<file path="src/rtl/mc_ctrl_pkg.sv">
// Shared definitions for the multicycle main controller: state encoding,
// opcodes, ALUOp values, mux-select encodings and the control bundle.
package mc_ctrl_pkg;

    typedef enum logic [3:0] {
        ST_FETCH    = 4'd0,
        ST_DECODE   = 4'd1,
        ST_EXEC_R   = 4'd2,
        ST_EXEC_I   = 4'd3,
        ST_MEM_ADDR = 4'd4,
        ST_MEM_RD   = 4'd5,
        ST_MEM_WR   = 4'd6,
        ST_WB_R     = 4'd7,
        ST_WB_I     = 4'd8,
        ST_WB_MEM   = 4'd9,
        ST_BRANCH   = 4'd10,
        ST_JUMP     = 4'd11
    } state_e;

    localparam logic [5:0] OP_RTYPE = 6'b000000;
    localparam logic [5:0] OP_LW    = 6'b100011;
    localparam logic [5:0] OP_SW    = 6'b101011;
    localparam logic [5:0] OP_BEQ   = 6'b000100;
    localparam logic [5:0] OP_BNE   = 6'b000101;
    localparam logic [5:0] OP_J     = 6'b000010;
    localparam logic [5:0] OP_ADDI  = 6'b001000;
    localparam logic [5:0] OP_SLTIU = 6'b001011;
    localparam logic [5:0] OP_LUI   = 6'b001111;
    localparam logic [5:0] OP_ORI   = 6'b001101;

    localparam logic [2:0] ALU_FUNCT = 3'b000;
    localparam logic [2:0] ALU_ADD   = 3'b001;
    localparam logic [2:0] ALU_SLTU  = 3'b010;
    localparam logic [2:0] ALU_LUI   = 3'b011;
    localparam logic [2:0] ALU_BEQ   = 3'b100;
    localparam logic [2:0] ALU_BNE   = 3'b110;
    localparam logic [2:0] ALU_OR    = 3'b111;

    localparam logic [1:0] SRCB_REG    = 2'b00;
    localparam logic [1:0] SRCB_FOUR   = 2'b01;
    localparam logic [1:0] SRCB_IMM    = 2'b10;
    localparam logic [1:0] SRCB_BRADDR = 2'b11;

    localparam logic [1:0] PCSRC_ALU    = 2'b00;
    localparam logic [1:0] PCSRC_TARGET = 2'b01;
    localparam logic [1:0] PCSRC_JUMP   = 2'b10;

    typedef struct packed {
        logic       pc_write;
        logic       ir_write;
        logic       mem_read;
        logic       mem_write;
        logic       reg_write;
        logic       iord;
        logic       reg_dst;
        logic       mem_to_reg;
        logic       alu_src_a;
        logic [1:0] alu_src_b;
        logic [1:0] pc_src;
        logic [2:0] alu_op;
        logic       illegal;
    } ctrl_t;

    // DECODE dispatch target; ST_FETCH doubles as the "undefined opcode" marker.
    function automatic state_e dispatch(input logic [5:0] op);
        case (op)
            OP_RTYPE:                           return ST_EXEC_R;
            OP_LW, OP_SW:                       return ST_MEM_ADDR;
            OP_BEQ, OP_BNE:                     return ST_BRANCH;
            OP_J:                               return ST_JUMP;
            OP_ADDI, OP_SLTIU, OP_LUI, OP_ORI:  return ST_EXEC_I;
            default:                            return ST_FETCH;
        endcase
    endfunction

    function automatic logic [2:0] imm_alu_op(input logic [5:0] op);
        case (op)
            OP_SLTIU: return ALU_SLTU;
            OP_LUI:   return ALU_LUI;
            OP_ORI:   return ALU_OR;
            default:  return ALU_ADD;
        endcase
    endfunction

endpackage

</file>
<file path="src/rtl/mc_ctrl_decode.sv">
// Combinational output decode for the multicycle controller: current state
// plus opcode, zero flag and memory handshake into the control bundle.
module mc_ctrl_decode
    import mc_ctrl_pkg::*;
(
    input  state_e     state_i,
    input  logic [5:0] op_i,
    input  logic       zero_i,
    input  logic       mem_ready_i,
    output ctrl_t      ctrl_o
);

    always_comb begin
        ctrl_o = '0;
        case (state_i)
            ST_FETCH: begin
                ctrl_o.mem_read  = 1'b1;
                ctrl_o.alu_src_b = SRCB_FOUR;
                ctrl_o.alu_op    = ALU_ADD;
                ctrl_o.pc_src    = PCSRC_ALU;
                ctrl_o.ir_write  = mem_ready_i;
                ctrl_o.pc_write  = mem_ready_i;
            end
            ST_DECODE: begin
                ctrl_o.alu_src_b = SRCB_BRADDR;
                ctrl_o.alu_op    = ALU_ADD;
                ctrl_o.illegal   = (dispatch(op_i) == ST_FETCH);
            end
            ST_EXEC_R: begin
                ctrl_o.alu_src_a = 1'b1;
                ctrl_o.alu_op    = ALU_FUNCT;
            end
            ST_EXEC_I: begin
                ctrl_o.alu_src_a = 1'b1;
                ctrl_o.alu_src_b = SRCB_IMM;
                ctrl_o.alu_op    = imm_alu_op(op_i);
            end
            ST_MEM_ADDR: begin
                ctrl_o.alu_src_a = 1'b1;
                ctrl_o.alu_src_b = SRCB_IMM;
                ctrl_o.alu_op    = ALU_ADD;
            end
            ST_MEM_RD: begin
                ctrl_o.mem_read = 1'b1;
                ctrl_o.iord     = 1'b1;
            end
            ST_MEM_WR: begin
                ctrl_o.mem_write = 1'b1;
                ctrl_o.iord      = 1'b1;
            end
            ST_WB_R: begin
                ctrl_o.reg_write = 1'b1;
                ctrl_o.reg_dst   = 1'b1;
            end
            ST_WB_I: begin
                ctrl_o.reg_write = 1'b1;
            end
            ST_WB_MEM: begin
                ctrl_o.reg_write  = 1'b1;
                ctrl_o.mem_to_reg = 1'b1;
            end
            ST_BRANCH: begin
                // bne is taken on a non-zero compare, beq on zero
                ctrl_o.alu_src_a = 1'b1;
                ctrl_o.pc_src    = PCSRC_TARGET;
                ctrl_o.alu_op    = (op_i == OP_BNE) ? ALU_BNE : ALU_BEQ;
                ctrl_o.pc_write  = (op_i == OP_BNE) ? ~zero_i : zero_i;
            end
            ST_JUMP: begin
                ctrl_o.pc_write = 1'b1;
                ctrl_o.pc_src   = PCSRC_JUMP;
            end
            default: ;
        endcase
    end

endmodule

</file>
<file path="src/rtl/mc_main_ctrl.sv">
// Multicycle main controller: state register, next-state logic and output
// strobes. Define MC_PERF_CNT_EN to add cycle/instruction counter outputs.
module mc_main_ctrl
    import mc_ctrl_pkg::*;
(
    input  logic       clk_i,
    input  logic       rst_i,
    input  logic [5:0] op_i,
    input  logic       zero_i,
    input  logic       mem_ready_i,
    output logic       pc_write_o,
    output logic       ir_write_o,
    output logic       mem_read_o,
    output logic       mem_write_o,
    output logic       reg_write_o,
    output logic       iord_o,
    output logic       reg_dst_o,
    output logic       mem_to_reg_o,
    output logic       alu_src_a_o,
    output logic [1:0] alu_src_b_o,
    output logic [1:0] pc_src_o,
    output logic [2:0] alu_op_o,
    output logic       illegal_o,
    output logic [3:0] state_o
`ifdef MC_PERF_CNT_EN
    ,
    output logic [31:0] cycle_cnt_o,
    output logic [31:0] instr_cnt_o
`endif
);

    state_e state_q, state_d;
    ctrl_t  ctrl;

    always_ff @(posedge clk_i or negedge rst_i) begin
        if (!rst_i) state_q <= ST_FETCH;
        else        state_q <= state_d;
    end

    always_comb begin
        state_d = state_q;
        case (state_q)
            ST_FETCH:    if (mem_ready_i) state_d = ST_DECODE;
            ST_DECODE:   state_d = dispatch(op_i);
            ST_EXEC_R:   state_d = ST_WB_R;
            ST_EXEC_I:   state_d = ST_WB_I;
            ST_MEM_ADDR: state_d = (op_i == OP_LW) ? ST_MEM_RD : ST_MEM_WR;
            ST_MEM_RD:   if (mem_ready_i) state_d = ST_WB_MEM;
            ST_MEM_WR:   if (mem_ready_i) state_d = ST_FETCH;
            default:     state_d = ST_FETCH;
        endcase
    end

    mc_ctrl_decode u_decode (
        .state_i     (state_q),
        .op_i        (op_i),
        .zero_i      (zero_i),
        .mem_ready_i (mem_ready_i),
        .ctrl_o      (ctrl)
    );

    // FETCH is the reset state, so its PC/IR updates must be gated off in reset
    assign pc_write_o   = ctrl.pc_write & rst_i;
    assign ir_write_o   = ctrl.ir_write & rst_i;
    assign mem_read_o   = ctrl.mem_read;
    assign mem_write_o  = ctrl.mem_write;
    assign reg_write_o  = ctrl.reg_write;
    assign iord_o       = ctrl.iord;
    assign reg_dst_o    = ctrl.reg_dst;
    assign mem_to_reg_o = ctrl.mem_to_reg;
    assign alu_src_a_o  = ctrl.alu_src_a;
    assign alu_src_b_o  = ctrl.alu_src_b;
    assign pc_src_o     = ctrl.pc_src;
    assign alu_op_o     = ctrl.alu_op;
    assign illegal_o    = ctrl.illegal;
    assign state_o      = state_q;

`ifdef MC_PERF_CNT_EN
    logic [31:0] cycle_cnt_q, instr_cnt_q;
    logic        retire;

    // An instruction retires on entering FETCH from a final state; illegal
    // returns come from DECODE and are therefore excluded.
    always_comb begin
        retire = (state_d == ST_FETCH) &&
                 (state_q inside {ST_WB_R, ST_WB_I, ST_WB_MEM, ST_BRANCH, ST_JUMP, ST_MEM_WR});
    end

    always_ff @(posedge clk_i or negedge rst_i) begin
        if (!rst_i) begin
            cycle_cnt_q <= '0;
            instr_cnt_q <= '0;
        end else begin
            cycle_cnt_q <= cycle_cnt_q + 32'd1;
            if (retire) instr_cnt_q <= instr_cnt_q + 32'd1;
        end
    end

    assign cycle_cnt_o = cycle_cnt_q;
    assign instr_cnt_o = instr_cnt_q;
`endif

endmodule

</file>
<file path="config.mk">
export PLATFORM = sky130hd
export DESIGN_NAME = mc_main_ctrl
export DESIGN_NICKNAME = d
export VERILOG_FILES = /design/src/rtl/mc_ctrl_pkg.sv /design/src/rtl/mc_ctrl_decode.sv /design/src/rtl/mc_main_ctrl.sv
export SDC_FILE = /design/constraint.sdc
export NUM_CORES = 1
export LEC_CHECK = 0
export ABC_AREA = 1
export CAP_MARGIN = 20
export CORE_UTILIZATION = 35
export DETAILED_ROUTE_END_ITERATION = 8
export PLACE_DENSITY_LB_ADDON = 0.05
export SLEW_MARGIN = 20
export SYNTH_ARGS = -nofsm -noshare
export SYNTH_HDL_FRONTEND = slang
export SYNTH_SLANG_ARGS = --single-unit
</file>
<file path="constraint.sdc">
create_clock -name clk_i -period 2 [get_ports clk_i]
set_input_delay 0.4 -clock clk_i [delete_from_list [all_inputs] [get_ports clk_i]]
set_output_delay 0.4 -clock clk_i [all_outputs]
set_load 0.01 [all_outputs]
</file>
==> results of run 1 <==
[power breakdown]
part | switching, uW | total, uW | leakage, uW | internal [uW]
registers | 56.8 | 174 | 0.0000505 | 118
clock network | 29.0 | 95.9 | 0.0000138 | 66.8
logic | 492 | 943 | 0.000579 | 451
[layout by cell type (no fill, tap or decap), drive strengths merged]
cell type       n
a211o           1
a21oi           3
buf            15
clkbuf          3
clkdlybuf4s15   3
clkdlybuf4s50   9
dfrtp           4
dlygate4sd2    15
dlymetal6s2s    2
inv            26
nand2          25
nand3          11
nand3b          1
nand4           3
nor2           21
nor3            2
nor4b           1
o211ai          1
o21ai           6
o22ai           1
o31ai           1
[routing by layer]
layer | share of wire (%) | up-vias | GRT usage [%]
met5 | 0 | - | 0
met4 | 0 | 0 | 0
met3 | 5.5 | 0 | 3.750
met2 | 49 | 34 | 31.52
met1 | 46 | 373 | 25.64
li1 | - | 435 | -
[through the flow]
stage	hold slack, ns	setup TNS, ns	cell area (um^2)	util [%]
global placement	0.6558	-2.335	1018	65.33
global route	0.4718	-0.1371	1065	68.30
finish	0.4589	0	1065	68.30
detailed placement	0.6421	-2.462	1018	65.33
floorplan	0.1044	0	600.6	-
CTS	0.4622	-0.008844	1031	66.13
[timing repair]
action / 4_1_cts / 5_1_grt
resized for setup: 29 / 11
endpoints found under the setup margin: 15 / 8
setup buffers: 0 / 1
pin swaps: 1 / 2
[final timing paths]
| check | slack [ns] | startpoint | endpoint |
|---|---|---|---|
| setup / recovery | 0.02 | op_i[2] | pc_write_o |
| hold / removal | 0.46 | rst_i | state_o[0]$_DFFE_PN0P_ |
| setup reg to reg | 0.61 | state_o[0]$_DFFE_PN0P_ | state_o[0]$_DFFE_PN0P_ |
| hold reg to reg | 0.66 | state_o[2]$_DFFE_PN0P_ | state_o[2]$_DFFE_PN0P_ |
| max in group asynchronous | 1.43 | rst_i | state_o[1]$_DFFE_PN0P_ |
| min in group clk_i | 0.66 | state_o[2]$_DFFE_PN0P_ | state_o[2]$_DFFE_PN0P_ |
[Yosys cell counts (all sizes together)]
cell type,n
inv,26
nand2,25
nor2,21
nand3,11
o21ai,6
dfrtp,4
a21oi,3
nand4,3
nor3,2
a211o,1
nand3b,1
nor4b,1
o211ai,1
o22ai,1
o31ai,1
[logic make-up (layout without fill, tap and decap cells)]
group	Yosys count	count (layout)	share of synthesized area (%)
compound gates	13	13	13.13
flops	4	4	16.67
simple gates	64	64	53.96
buf+inv	26	73	16.25
[cell type report]
| class | instances | area, um^2 |
|---|---|---|
| Clock buffer | 3 | 22.52 |
| Fill cell | 160 | 494.2 |
| Inverter | 26 | 97.59 |
| Multi-Input combinational cell | 77 | 435.4 |
| Sequential cell | 4 | 101.3 |
| Tap cell | 16 | 20.02 |
| Timing Repair Buffer | 44 | 387.9 |
==> reports/summary.txt, run 1 <==
post-cts hold buffer count - 0
CP Capture Type - primary output
CP max stage delay - 0.26 ns
fin crit period - 1.979 ns
Critical Path AT - 1.58 ns
CP delay by family, top - buffers and inverters
Non-Filler Instances - 170
gr usage total - 18.44%
count of pins over their slew limit - 0
DRC violations left - 6
layout cells sized above 1 - 30.52%
CP max-delay cell - dlygate4sd2_1
Post-Place Cells - 166
Die X - 43.43 um
Crit path depth - 8
clock transition at the registers of the reported paths - 0.04 ns
synth warn - 0
Crit path buffers/inverters - 3
CTS Root Cell - clkbuf_4
synthesized area - 600.6 um^2
global route overflow - 0
# setup viols final - 0
RSZ-0062 raised after global routing - yes
DR vias - 842
die area - 1886 um^2
status - complete, but fails checks
Worst Hold Class - primary input to asynchronous set/reset pin
worst slack at placement - -0.5130 ns
Post-Syn Instances - 107
Core ar. - 1559 um^2
vias per cell - 4.953
P_leak - 0.0006434 uW
clock skew - 0.008056 ns
final hold vios - 0
syn nets - 117
Initial Utilization - 38.52%
clk_lat worst skew - 0.23 ns
clock buffer depth - 2
routability congestion estimate - 0.9153
CP required - 1.60 ns
critical path, cell by cell - dlygate4sd2_1, inv_1, nor2_2, nand4_1, nand2_1, nand3_1, a21oi_1, clkdlybuf4s15_2
final worst slack - 0.02105 ns
crit share post-route - 98.95%
sequential area share after synthesis - 16.67%
number of I/O port buffers - 30
Max-slew headroom - 85.01%
max reg flops - 4
Fmax - 0.5053 GHz
Cell variety after synth - 21
H-Tree Level Count - 1
initial antenna violation count - 0
Post-Syn Area per Cell - 5.613 um^2
WL final - 1832 um
area leader, netlist - dfrtp_1
DP HPWL - 1437 um
wire per inst - 10.78 um
area share of the largest cell type after synthesis - 16.67%
Yosys reg bits - 4
num rows - 14
violated checks - DRC
Slew @ Worst Pin - 0.2237 ns
ANT cells - 0
Post-DRT Antenna Nets - 0
largest fanout on the critical path - 4
CTS tree - built
Starting DRT DRC Count - 26
Tot Pwr - 1214 uW
area delta synth->final - 77.29%
max_cap viols - 0
r2r worst-path depth - 9
Power Dens Cells - 1140 nW/um^2
Startpoint Class - primary input
I/O Pins - 31
global-route wire length before repair - 2711 um
crit path kind - primary input to primary output
DIE HEIGHT - 43.43 um
top post-synthesis cells by area - dfrtp_1 17%, nand2_1 14%, inv_1 13%
final net count - 166
peak supply drop - 0.7280 mV
TritonCTS Sinks - 4
number of global-route vias before repair - 663
CTS buffer count - 3
largest net degree at the start of global routing - 8
drt first pass iters - 6
(Power assumes the default switching activity.)
==> inputs of run 2 (changes only) <==
Settings changed: ABC_CLOCK_PERIOD_IN_PS set to 2200.
Clock period 2 ns to 2.2 ns, I/O delays scaled along.
==> reports/summary.txt, run 2 (synthesis gave the netlist of run 1 again) <==
drt first pass iters - 6 (unchanged)
max reg flops - 4 (unchanged)
largest net degree at the start of global routing - 8 (unchanged)
Post-DRT Antenna Nets - 0 (unchanged)
TritonCTS Sinks - 4 (unchanged)
cell area after layout - 1049 um^2 (was 1065 um^2)
largest fanout on the critical path - 4 (unchanged)
Fillers - 152 (was 160)
violated checks - DRC (unchanged)
area delta synth->final - 74.58% (was 77.29%)
clk_lat worst skew - 0.23 ns (about the same)
DIE HEIGHT - 43.43 um (unchanged)
commonest non-fill, non-tap cells in the layout - 20 x nand2_1, 19 x inv_1, 12 x clkdlybuf4s50_1 (was 20 x inv_1, 19 x nand2_1, 15 x dlygate4sd2_1)
fin crit period - 2.140 ns
Slew @ Worst Pin - 0.3524 ns (was 0.2237 ns)
Worst Hold Class - primary input to asynchronous set/reset pin (unchanged)
CP required - 1.76 ns (was 1.60 ns)
CTS tree - built (unchanged)
die area - 1886 um^2 (unchanged)
routability congestion estimate - 0.9351 (was 0.9153)
vias per cell - 5.091 (was 4.953)
number of I/O port buffers - 30 (unchanged)
num rows - 14 (unchanged)
Non-Filler Instances - 165 (was 170)
status - complete, but fails checks (unchanged)
commonest non-fill, non-tap cell in the layout - nand2_1 (was inv_1)
post-cts hold buffer count - 0 (unchanged)
NetSw - 522.5 uW (was 578.2 uW)
clock buffer depth - 2 (unchanged)
Power Dens Cells - 1026 nW/um^2 (was 1140 nW/um^2)
final hold vios - 0 (unchanged)
Core ar. - 1559 um^2 (unchanged)
DR vias - 840 (was 842)
I/O Pins - 31 (unchanged)
wire per inst - 11.18 um (was 10.78 um)
Post-Place Cells - 160 (was 166)
count of pins over their slew limit - 0 (unchanged)
gr usage total - 19.53% (was 18.44%)
Fmax - 0.4673 GHz
global-route wire length before repair - 2835 um (was 2711 um)
# setup viols final - 0 (unchanged)
Cell Int Power - 553.7 uW (was 635.4 uW)
crit path kind - primary input to primary output (unchanged)
H-Tree Level Count - 1 (unchanged)
Die X - 43.43 um (unchanged)
Gate power share - 77.6% (was 77.7%)
Max-slew headroom - 76.33% (was 85.01%)
CTS Root Cell - clkbuf_4 (unchanged)
max_cap viols - 0 (unchanged)
DRC violations left - 8 (was 6)
switch share - 48.55% (was 47.64%)
P_leak - 0.0006266 uW (was 0.0006434 uW)
fin util - 67.26% (was 68.30%)
initial antenna violation count - 0 (unchanged)
Startpoint Class - primary input (unchanged)
Initial Utilization - 38.52% (unchanged)
Starting DRT DRC Count - 35 (was 26)
peak supply drop - 0.7715 mV (was 0.7280 mV)
number of global-route vias before repair - 695 (was 663)
final net count - 161 (was 166)
Clock power frac - 8.4% (was 7.9%)
clock skew - 0.004711 ns (was 0.008056 ns)
DP HPWL - 1419 um (was 1437 um)
ANT cells - 0 (unchanged)
Critical Path AT - 1.70 ns (was 1.58 ns)
global route overflow - 0 (unchanged)
CP Capture Type - primary output (unchanged)
crit share post-route - 97.27%
clock transition at the registers of the reported paths - 0.04 ns (about the same)
layout cells sized above 1 - 26.85% (was 30.52%)
Post-DP Area - 973.4 um^2 (was 1018 um^2)
Seq pwr share - 14.0% (was 14.4%)
CTS buffer count - 3 (unchanged)
WL final - 1844 um (was 1832 um)
-- run 2: area by class of cell --
class	instances	area [um^2]	share of cell area (%)
tap	16	20.02	1.909
clock buffer	3	22.52	2.148
inverter	26	97.59	9.308
multi-input combinational	77	429.2	40.93
sequential	4	100.1	9.546
timing repair buffer	39	379.1	36.16
-- run 2: worst paths after layout --
kind	cells past startpoint	from	endpoint	slack [ns]
min reg2reg	2	state_o[2]$_DFFE_PN0P_	state_o[2]$_DFFE_PN0P_	0.66
min	2	rst_i	state_o[3]$_DFFE_PN0P_	0.50
max reg2reg	9	state_o[0]$_DFFE_PN0P_	state_o[0]$_DFFE_PN0P_	0.83
min in group clk_i	2	state_o[2]$_DFFE_PN0P_	state_o[2]$_DFFE_PN0P_	0.66
max	8	op_i[4]	pc_write_o	0.06
max in group asynchronous	2	rst_i	state_o[0]$_DFFE_PN0P_	1.59
-- run 2: power groups by stage --
stage	registers [uW]	logic (uW)	clock network [uW]
finish	151	835	89.9
global route	156	901	97.4
floorplan	161	432	0
global placement	148	843	0
CTS	147	832	94.5
detailed placement	148	849	0
-- run 2: stage by stage --
step / setup TNS, ns / power [uW] / setup WS [ns] / hold WS, ns
global placement: -1.625 / 991.7 / -0.3744 / 0.6476
CTS: 0 / 1074 / 0.01075 / 0.4985
finish: 0 / 1076 / 0.06009 / 0.5003
global route: -0.02314 / 1155 / -0.02314 / 0.5166
detailed placement: -1.745 / 997.0 / -0.4161 / 0.6479
floorplan: 0 / 592.8 / 0.5916 / 0.1444
-- run 2: critical path, stage by stage --
cell	delay (ns)
dlygate4sd2_1	0.26
nor2_4	0.18
nand4_1	0.17
buf_4	0.18
nand2_1	0.05
nand3_1	0.07
a21oi_1	0.12
clkdlybuf4s15_2	0.23
-- run 2: layer usage --
layer  wire length (um)  part of all wire, %  track usage, %  vias to the layer above
met5                  0                    0               0                        -
met4                 15                 0.81           5.625                        0
met3                 96                  5.2           1.667                        2
met2                930                   50           33.33                       37
met1                801                   43           26.28                      374
li1                   -                    -               -                      427
-- run 2: timing repair --
action / in CTS / in global routing
gates resized for setup: 26 / 7
pin swaps: 2 / 1
endpoints found under the setup margin: 8 / 5
buffers inserted: 1 / 1
